[config.mk]
export PLATFORM = sky130hd
export DESIGN_NAME = ram_port_arbiter
export DESIGN_NICKNAME = d
export VERILOG_FILES = /design/src/rtl/ram_port_arbiter.sv
export SDC_FILE = /design/constraint.sdc
export NUM_CORES = 1
export LEC_CHECK = 0
export CORE_AREA = 2 2 346 348
export DETAILED_ROUTE_END_ITERATION = 7
export DIE_AREA = 0 0 348 350
export PLACE_DENSITY = 0.3
export SYNTH_ARGS = -nofsm -noshare
export SYNTH_HDL_FRONTEND = slang
export SYNTH_SLANG_ARGS = --single-unit
[constraint.sdc]
create_clock -name clk -period 5.9 [get_ports clk]
set_input_delay 0.885 -clock clk [delete_from_list [all_inputs] [get_ports clk]]
set_output_delay 0.885 -clock clk [all_outputs]
set_load 0.005 [all_outputs]
[src/rtl/ram_port_arbiter.sv]
`default_nettype none
// ============================================================================
// Module   : ram_port_arbiter
// Purpose  : Shares the single write port (W0) and single read port (R0) of
//            the test-harness RAM between two requesters. Port 0 is the hex
//            preload client, port 1 the harness/core client. After reset only
//            port 0 is served until the preload finishes; afterwards a read
//            and a write may issue together, and same-kind conflicts are
//            settled by a 1-bit round-robin pointer. Read responses return
//            one cycle after the grant to the port that issued them.
// Ports    : clk, reset (async, active-high), preload_done
//            p0_*/p1_* : req_valid/ready/write/addr/wdata, rsp_valid/rdata
//            ram_W0_*  : en/addr/data/mask     ram_R0_* : en/addr/data
//            preload_busy, stall_cnt (saturating 16-bit stall counter)
// Revision : 1.0 - initial release
// ============================================================================
module ram_port_arbiter #(
    parameter int ADDR_W     = 25,
    parameter int DATA_W     = 128,
    parameter bit PRELOAD_EN = 1'b1
) (
    input  logic              clk,
    input  logic              reset,
    input  logic              preload_done,

    input  logic              p0_req_valid,
    output logic              p0_req_ready,
    input  logic              p0_req_write,
    input  logic [ADDR_W-1:0] p0_req_addr,
    input  logic [DATA_W-1:0] p0_req_wdata,
    output logic              p0_rsp_valid,
    output logic [DATA_W-1:0] p0_rsp_rdata,

    input  logic              p1_req_valid,
    output logic              p1_req_ready,
    input  logic              p1_req_write,
    input  logic [ADDR_W-1:0] p1_req_addr,
    input  logic [DATA_W-1:0] p1_req_wdata,
    output logic              p1_rsp_valid,
    output logic [DATA_W-1:0] p1_rsp_rdata,

    output logic              ram_W0_en,
    output logic [ADDR_W-1:0] ram_W0_addr,
    output logic [DATA_W-1:0] ram_W0_data,
    output logic              ram_W0_mask,
    output logic              ram_R0_en,
    output logic [ADDR_W-1:0] ram_R0_addr,
    input  logic [DATA_W-1:0] ram_R0_data,

    output logic              preload_busy,
    output logic [15:0]       stall_cnt
);

    typedef enum logic [0:0] {
        ST_PRELOAD = 1'b0,
        ST_RUN     = 1'b1
    } state_t;

    localparam state_t      C_RESET_STATE = PRELOAD_EN ? ST_PRELOAD : ST_RUN;
    localparam logic [15:0] C_STALL_MAX   = 16'hFFFF;

    state_t      r_state;
    state_t      w_state_nxt;
    logic        r_rr;
    logic        r_rd_pending;
    logic        r_rd_sel;
    logic [15:0] r_stall_cnt;

    logic        w_gnt0;
    logic        w_gnt1;
    logic        w_conflict;
    logic        w_wr0;
    logic        w_wr1;
    logic        w_rd0;
    logic        w_rd1;
    logic        w_stall_evt;

    // ------------------------------------------------------------------
    // State register
    // ------------------------------------------------------------------
    always_ff @(posedge clk or posedge reset) begin
        if (reset) begin
            r_state <= C_RESET_STATE;
        end else begin
            r_state <= w_state_nxt;
        end
    end

    // ------------------------------------------------------------------
    // Next state and per-cycle arbitration
    // ------------------------------------------------------------------
    always_comb begin
        w_state_nxt = r_state;
        w_gnt0      = 1'b0;
        w_gnt1      = 1'b0;
        w_conflict  = 1'b0;

        case (r_state)
            ST_PRELOAD: begin
                // Port 1 waits; port 0 gets every command it presents,
                // including one presented in the cycle preload_done rises.
                w_gnt0 = p0_req_valid;
                if (preload_done) begin
                    w_state_nxt = ST_RUN;
                end
            end
            ST_RUN: begin
                // A read and a write can issue together since they use
                // different RAM ports; only same-kind pairs collide.
                w_conflict = p0_req_valid & p1_req_valid &
                             (p0_req_write == p1_req_write);
                if (w_conflict) begin
                    w_gnt0 = ~r_rr;
                    w_gnt1 = r_rr;
                end else begin
                    w_gnt0 = p0_req_valid;
                    w_gnt1 = p1_req_valid;
                end
            end
            default: begin
                w_state_nxt = C_RESET_STATE;
            end
        endcase

        // Grants (and hence ready/en) must drop the moment reset rises,
        // not at the next clock edge.
        if (reset) begin
            w_gnt0     = 1'b0;
            w_gnt1     = 1'b0;
            w_conflict = 1'b0;
        end
    end

    assign p0_req_ready = w_gnt0;
    assign p1_req_ready = w_gnt1;
    assign preload_busy = (r_state == ST_PRELOAD);

    // ------------------------------------------------------------------
    // Issue path: at most one write and one read winner per cycle, so
    // each RAM port mux only needs to look at which port owns it.
    // ------------------------------------------------------------------
    assign w_wr0 = w_gnt0 &  p0_req_write;
    assign w_wr1 = w_gnt1 &  p1_req_write;
    assign w_rd0 = w_gnt0 & ~p0_req_write;
    assign w_rd1 = w_gnt1 & ~p1_req_write;

    assign ram_W0_en   = w_wr0 | w_wr1;
    assign ram_W0_addr = w_wr0 ? p0_req_addr  : p1_req_addr;
    assign ram_W0_data = w_wr0 ? p0_req_wdata : p1_req_wdata;
    assign ram_W0_mask = 1'b1;

    assign ram_R0_en   = w_rd0 | w_rd1;
    assign ram_R0_addr = w_rd0 ? p0_req_addr : p1_req_addr;

    // ------------------------------------------------------------------
    // Round-robin pointer: after a conflict it names the port that lost,
    // so that port wins the next conflict.
    // ------------------------------------------------------------------
    always_ff @(posedge clk or posedge reset) begin
        if (reset) begin
            r_rr <= 1'b0;
        end else if (w_conflict) begin
            r_rr <= ~r_rr;
        end
    end

    // ------------------------------------------------------------------
    // Response path: remember who issued the read; the RAM returns data
    // one cycle later and it is broadcast, only valid is steered. The
    // async clear drops any in-flight response on reset.
    // ------------------------------------------------------------------
    always_ff @(posedge clk or posedge reset) begin
        if (reset) begin
            r_rd_pending <= 1'b0;
            r_rd_sel     <= 1'b0;
        end else begin
            r_rd_pending <= ram_R0_en;
            r_rd_sel     <= w_rd1;
        end
    end

    assign p0_rsp_valid = r_rd_pending & ~r_rd_sel;
    assign p1_rsp_valid = r_rd_pending &  r_rd_sel;
    assign p0_rsp_rdata = ram_R0_data;
    assign p1_rsp_rdata = ram_R0_data;

    // ------------------------------------------------------------------
    // Stall counter: any presented command that is not taken this cycle.
    // ------------------------------------------------------------------
    assign w_stall_evt = (p0_req_valid & ~w_gnt0) | (p1_req_valid & ~w_gnt1);

    always_ff @(posedge clk or posedge reset) begin
        if (reset) begin
            r_stall_cnt <= 16'd0;
        end else if (w_stall_evt && (r_stall_cnt != C_STALL_MAX)) begin
            r_stall_cnt <= r_stall_cnt + 16'd1;
        end
    end

    assign stall_cnt = r_stall_cnt;

endmodule
`default_nettype wire
==> results of run 1 <==
==> cells by family (layout without fill, tap and decap cells) <==
logic type               count (synthesis)  after routing  synth area share (%)
multiplexers                           179            179                 41.51
AND/OR/NAND/NOR                         40             40                 4.063
buffers and inverters                  283            532                 40.61
flip-flops                              20             20                 9.287
other                                    1              1               0.06959
AO/OA/AOI/OAI                           10             10                 1.626
adder cells (fa/ha/maj)                  1              1                0.2321
XOR/XNOR                                16             16                 2.601
==> routing by layer <==
| metal | vias up | wire, µm |
|---|---|---|
| li1 | 2099 | - |
| met1 | 2174 | 12690 |
| met2 | 527 | 18180 |
| met3 | 73 | 4405 |
| met4 | 10 | 969 |
| met5 | - | 262 |
==> layout make-up <==
| type | instances | area, µm² |
|---|---|---|
| Sequential cell | 20 | 500.5 |
| Multi-Input combinational cell | 247 | 2711 |
| Fill cell | 13609 | 107300 |
| Timing Repair Buffer | 523 | 5235 |
| Clock buffer | 3 | 75.07 |
| Clock inverter | 1 | 30.03 |
| Inverter | 5 | 18.77 |
| Tap cell | 1536 | 1922 |
==> registers in the layout, summed over array words and instances (netlist names) <==
name and flops:
r_state 1, r_rd_sel 1, r_rr 1, stall_cnt 16, r_rd_pending 1
==> worst max-delay path: stages <==
cell and delay [ns]:
clkdlybuf4s50_1 0.66, xnor2_1 0.19, nand3_2 0.19, o211a_4 0.34, nand2_8 0.38, buf_12 0.34, mux2_2 0.44, clkdlybuf4s50_1 0.55
==> synth_stat cells (2+ instances only) <==
| cell type | number |
|---|---|
| and2_1 | 2 |
| xnor2_1 | 14 |
| buf_4 | 267 |
| buf_12 | 6 |
| dfrtp_1 | 20 |
| mux2_2 | 120 |
| xor2_1 | 2 |
| nand2b_1 | 2 |
| o21ai_0 | 2 |
| nor2b_1 | 2 |
| nand4_1 | 6 |
| nor2_1 | 5 |
| and3_1 | 3 |
| clkbuf_1 | 2 |
| buf_6 | 2 |
| mux2_4 | 59 |
| nand2_1 | 8 |
| inv_1 | 5 |
| nand3_1 | 8 |
==> worst paths after layout <==
kind	startpoint	endpoint	depth (start not counted)
worst max-delay path	p0_req_write	ram_W0_data[41]	8
worst min-delay path	r_rr	r_rr	1
worst max register to register	stall_cnt[0]	stall_cnt[1]	5
worst min register to register	r_rr	r_rr	1
max in group asynchronous	reset	stall_cnt[9]	3
min in group asynchronous	reset	stall_cnt[13]	3
==> through the flow <==
stage | instance area (µm²) | total power (W)
after global placement | 10390 | 0.0009868
after global routing | 10490 | 0.001224
after CTS | 10490 | 0.001191
after floorplan | 5389 | 0.0005643
after detailed placement | 10390 | 0.0009803
final | 10490 | 0.001151
==> power by group through the flow <==
stage	sequential [W]	clock [W]	combinational (W)
final	0.000205	0.000198	0.000748
after global routing	0.000212	0.000211	0.000801
after CTS	0.000206	0.000204	0.000780
after detailed placement	0.000208	0	0.000773
after global placement	0.000208	0	0.000778
after floorplan	0.000200	0	0.000365
==> qor.txt, run 1 <==
worst path arrival time = 4.03 ns
commonest non-fill, non-tap cell in the layout = clkdlybuf4s50_1
register bit total from synthesis = 20
asr flop ratio synth = 100.0%
Comb pwr share = 65.0%
first-pass detailed-route iteration total = 4
Flop pwr share = 17.8%
Non-Filler Instances = 2335
NumNets Final = 1242
vias = 4883
syn_nets = 992
met1 GRT Util = 5.572%
Worst IR Drop VDD = 91.09 µV
WHS = 0.4994 ns
hold crit path type = flip-flop to flip-flop
DIE WIDTH = 348 µm
area share of the largest cell type after synthesis = 37.20%
largest net degree at the start of global routing = 52
pre-CTS setup slack = 0.8407 ns
TritonCTS clock tree = yes
Sw Share = 30.34%
Chip Height = 350 µm
FMAX = 203.5 MHz
gpl congestion = 0.7946
Residual DRC = 0
Sw Pwr = 0.0003494 W
vias in the first global route = 5609
Initial DRC Count = 129
setup_tns = 0 ns
Post-Route WL = 36.51 mm
dpl cells = 2331
total CTS buffers = 3
GRT Total Usage = 5.581%
root buffer cell = clkbuf_16
gr busiest metal = met2
Reg clk slew, reported paths = 0.07 ns
Post-DRT Antenna Nets = 0
mean routed wirelength per cell = 15.64 µm
yosys warns = 0
Initial Util = 4.576%
clock power share = 17.2%
EDFF count, synth = 0
sequential element share of the synthesized area = 9.287%
reg2reg setup slack = 3.78 ns
Synth Instances = 550
final core occ = 8.910%
mapped cell area = 0.005389 mm²
Synth Flop Type = dfrtp_1
pwr dens = 109.7 mW/mm²
MaxCap Viol Count = 0
Crit. End Element = output port
antenna violations before repair = 5
synth unique cells = 34
DIE AREA = 0.1218 mm²
Lkg Pwr = 3.588 nW
Sink Count = 20
final antenna diode count = 0
I/O pin total = 899
worst setup path class = input pin to output port
Final Hold Vio Count = 0
Port Buf Inserts = 513
required time worst endpoint = 5.02 ns
# setup viols final = 0
RSZ-0062 raised after global routing = no
share of cells above drive strength 1 = 24.91%
Int Pwr = 0.0008020 W
Tcrit/Tclk final = 83.30%
H-tree depth = 1
Worst-Skew Late Latency = 0.26 ns
Setup crit start kind = input pin
min Tclk post-route = 4.915 ns
most frequent cells in the layout = clkdlybuf4s50_1, mux2_2, mux2_4
Max FO, Critical Path = 51
grt met3 use = 2.764%
Slew Limit Fails = 0
CTS Buffer Depth = 2
worst clock skew = 0.002218 ns
global routing usage on met2 = 10.13%
global-route wire length before repair = 46.87 mm
Post-CTS Hold Fix Bufs = 0
post_cts resized = 0
Core ar. = 0.1178 mm²
ranking of synthesized cells by area = buf_4, mux2_2, mux2_4
HPWL Detailed = 32.58 mm
Syn Area/Cell = 9.798 µm²
largest area contributor in the netlist = buf_4
post-route worst setup slack = 0.9854 ns
worst rel slew slack = 36.29%
status = complete, no violations
worst slew pin tran = 0.9556 ns
setup bufs post-CTS = 0
row cnt = 126
Area Overhead vs Synth = 94.71%
GRT overflow = 0
Vias/cell = 2.091
Note: power is estimated with default switching activity, not from simulation.
==> run 2: changes to the inputs <==
--- a/config.mk
+++ b/config.mk
@@ -5,9 +5,9 @@
 export SDC_FILE = /design/constraint.sdc
 export NUM_CORES = 1
 export LEC_CHECK = 0
-export CORE_AREA = 2 2 346 348
+export CORE_AREA = 2 2 351 353
 export DETAILED_ROUTE_END_ITERATION = 7
-export DIE_AREA = 0 0 348 350
+export DIE_AREA = 0 0 353 355
 export PLACE_DENSITY = 0.3
 export SYNTH_ARGS = -nofsm -noshare
 export SYNTH_HDL_FRONTEND = slang
==> constraint.sdc (replaced) <==
create_clock -name clk -period 5.15 [get_ports clk]
set_input_delay 0.7725 -clock clk [delete_from_list [all_inputs] [get_ports clk]]
set_output_delay 0.7725 -clock clk [all_outputs]
set_load 0.005 [all_outputs]
==> qor.txt, run 2 (same netlist as run 1, synthesis figures left out) <==
status = complete, no violations
Largest stage delay, worst path = 0.57 ns
Final Hold Vio Count = 0
Worst-Skew Late Latency = 0.26 ns
Residual DRC = 0
worst rel slew slack = 57.14%
hold crit path type = flip-flop to flip-flop
most frequent cells in the layout = clkdlybuf4s50_1, mux2_2, mux2_4
I/O pin total = 899
Worst IR Drop VDD = 101.7 µV
Max stage delay cell, worst path = clkdlybuf4s50_1
worst path cell trace = clkdlybuf4s50_1, xnor2_1, nand3_2, o211a_4, nand2_8, buf_12, mux2_2, clkdlybuf4s50_1
Area Overhead vs Synth = 98.31%
Tcrit/Tclk final = 88.32%
Post-DRT Antenna Nets = 0
commonest non-fill, non-tap cell in the layout = clkdlybuf4s50_1
DIE WIDTH = 353 µm
Core ar. = 0.1214 mm²
Vias/cell = 2.021
GRT overflow = 0
Most common cell on crit path = clkdlybuf4s50_1
total CTS buffers = 3
root buffer cell = clkbuf_16
worst setup path class = input pin to output port
Post-Route WL = 44.78 mm
Max FO, Critical Path = 50
Chip Height = 355 µm
number of flip-flops in the largest register = 16
Setup crit start kind = input pin
H-tree depth = 1
vias = 4899
worst clock skew = 0.007643 ns
pwr dens = 127.3 mW/mm²
GRT Total Usage = 6.778%
mean routed wirelength per cell = 18.47 µm
min Tclk post-route = 4.548 ns
RSZ-0062 raised after global routing = no
setup bufs post-CTS = 0
fillers = 14165
FMAX = 219.9 MHz
Slew Limit Fails = 0
DIE AREA = 0.1253 mm²
worst path arrival time = 3.78 ns
# setup viols final = 0
TritonCTS clock tree = yes
pre-CTS setup slack = 0.5792 ns
required time worst endpoint = 4.38 ns
Lkg Pwr = 3.634 nW
post_cts resized = 0
Sink Count = 20
share of cells above drive strength 1 = 26.07%
Reg clk slew, reported paths = 0.06 ns
NumNets Final = 1241
Crit. End Element = output port
vias in the first global route = 5629
largest net degree at the start of global routing = 51
CP Buf/Inv Count = 3
antenna violations before repair = 19
CP top delay family = buffers and inverters
Post-CTS Hold Fix Bufs = 0
HPWL Detailed = 41.58 mm
CTS Buffer Depth = 2
first-pass detailed-route iteration total = 4
gpl congestion = 0.8408
Port Buf Inserts = 513
Initial DRC Count = 118
Initial Util = 4.439%
MaxCap Viol Count = 0
row cnt = 128
post-route worst setup slack = 0.6017 ns
worst slew pin tran = 0.6386 ns
global-route wire length before repair = 56.80 mm
setup_tns = 0 ns
==> run 2: layout make-up <==
| type | count | area [µm²] | area share (%) |
|---|---|---|---|
| multi-input cells | 247 | 2711 | 25.37 |
| inverters | 5 | 18.77 | 0.1756 |
| diodes | 1 | 2.502 | 0.02342 |
| well taps | 1625 | 2033 | 19.03 |
| clock inverters | 1 | 30.03 | 0.2810 |
| clock buffers | 3 | 75.07 | 0.7025 |
| repair buffers | 522 | 5315 | 49.74 |
| flip-flops and latches | 20 | 500.5 | 4.683 |
==> run 2: metal layers <==
layer / GRT usage, % / vias to the layer above / wire (µm)
li1: - / 2094 / -
met1: 6.504 / 2168 / 15090
met2: 11.14 / 515 / 20410
met3: 5.990 / 90 / 8443
met4: 0.9277 / 32 / 635
met5: 0 / - / 192
==> run 2: stage by stage <==
step           power (W)  cell area (µm²)  cells  hold slack, ns  utilization (%)
6_report        0.001360            10690   2424          0.4973            8.803
5_1_grt         0.001441            10680   2423          0.5281            8.801
4_1_cts         0.001400            10680   2423          0.5041            8.801
3_5_place_dp    0.001165            10580   2419          0.4886            8.714
3_3_place_gp    0.001170            10580   2419          0.4869            8.714
2_1_floorplan  0.0006465             5389    550          0.4631                -
==> run 2: worst paths after layout <==
path / cells past startpoint / from / slack, ns / to
hold reg to reg: 1 / stall_cnt[8] / 0.50 / stall_cnt[8]
setup / recovery: 8 / p0_req_write / 0.60 / ram_W0_data[41]
setup reg to reg: 5 / stall_cnt[0] / 3.05 / stall_cnt[1]
hold / removal: 1 / stall_cnt[8] / 0.50 / stall_cnt[8]
max in group asynchronous: 3 / reset / 3.90 / stall_cnt[12]
min in group asynchronous: 3 / reset / 1.00 / r_rd_sel
==> run 2: where the power goes <==
group          internal [W]  switching [W]
Combinational      0.000585       0.000315
Clock              0.000155      0.0000704
Sequential         0.000190      0.0000457
Total              0.000929       0.000431
==> run 2: worst register-to-register path, cell delays in order (launching register included) <==
cell and delay, ns:
dfrtp_1 0.43, ha_1 0.24, and3_1 0.27, and3_1 0.24, a22oi_2 0.41, mux2_2 0.40
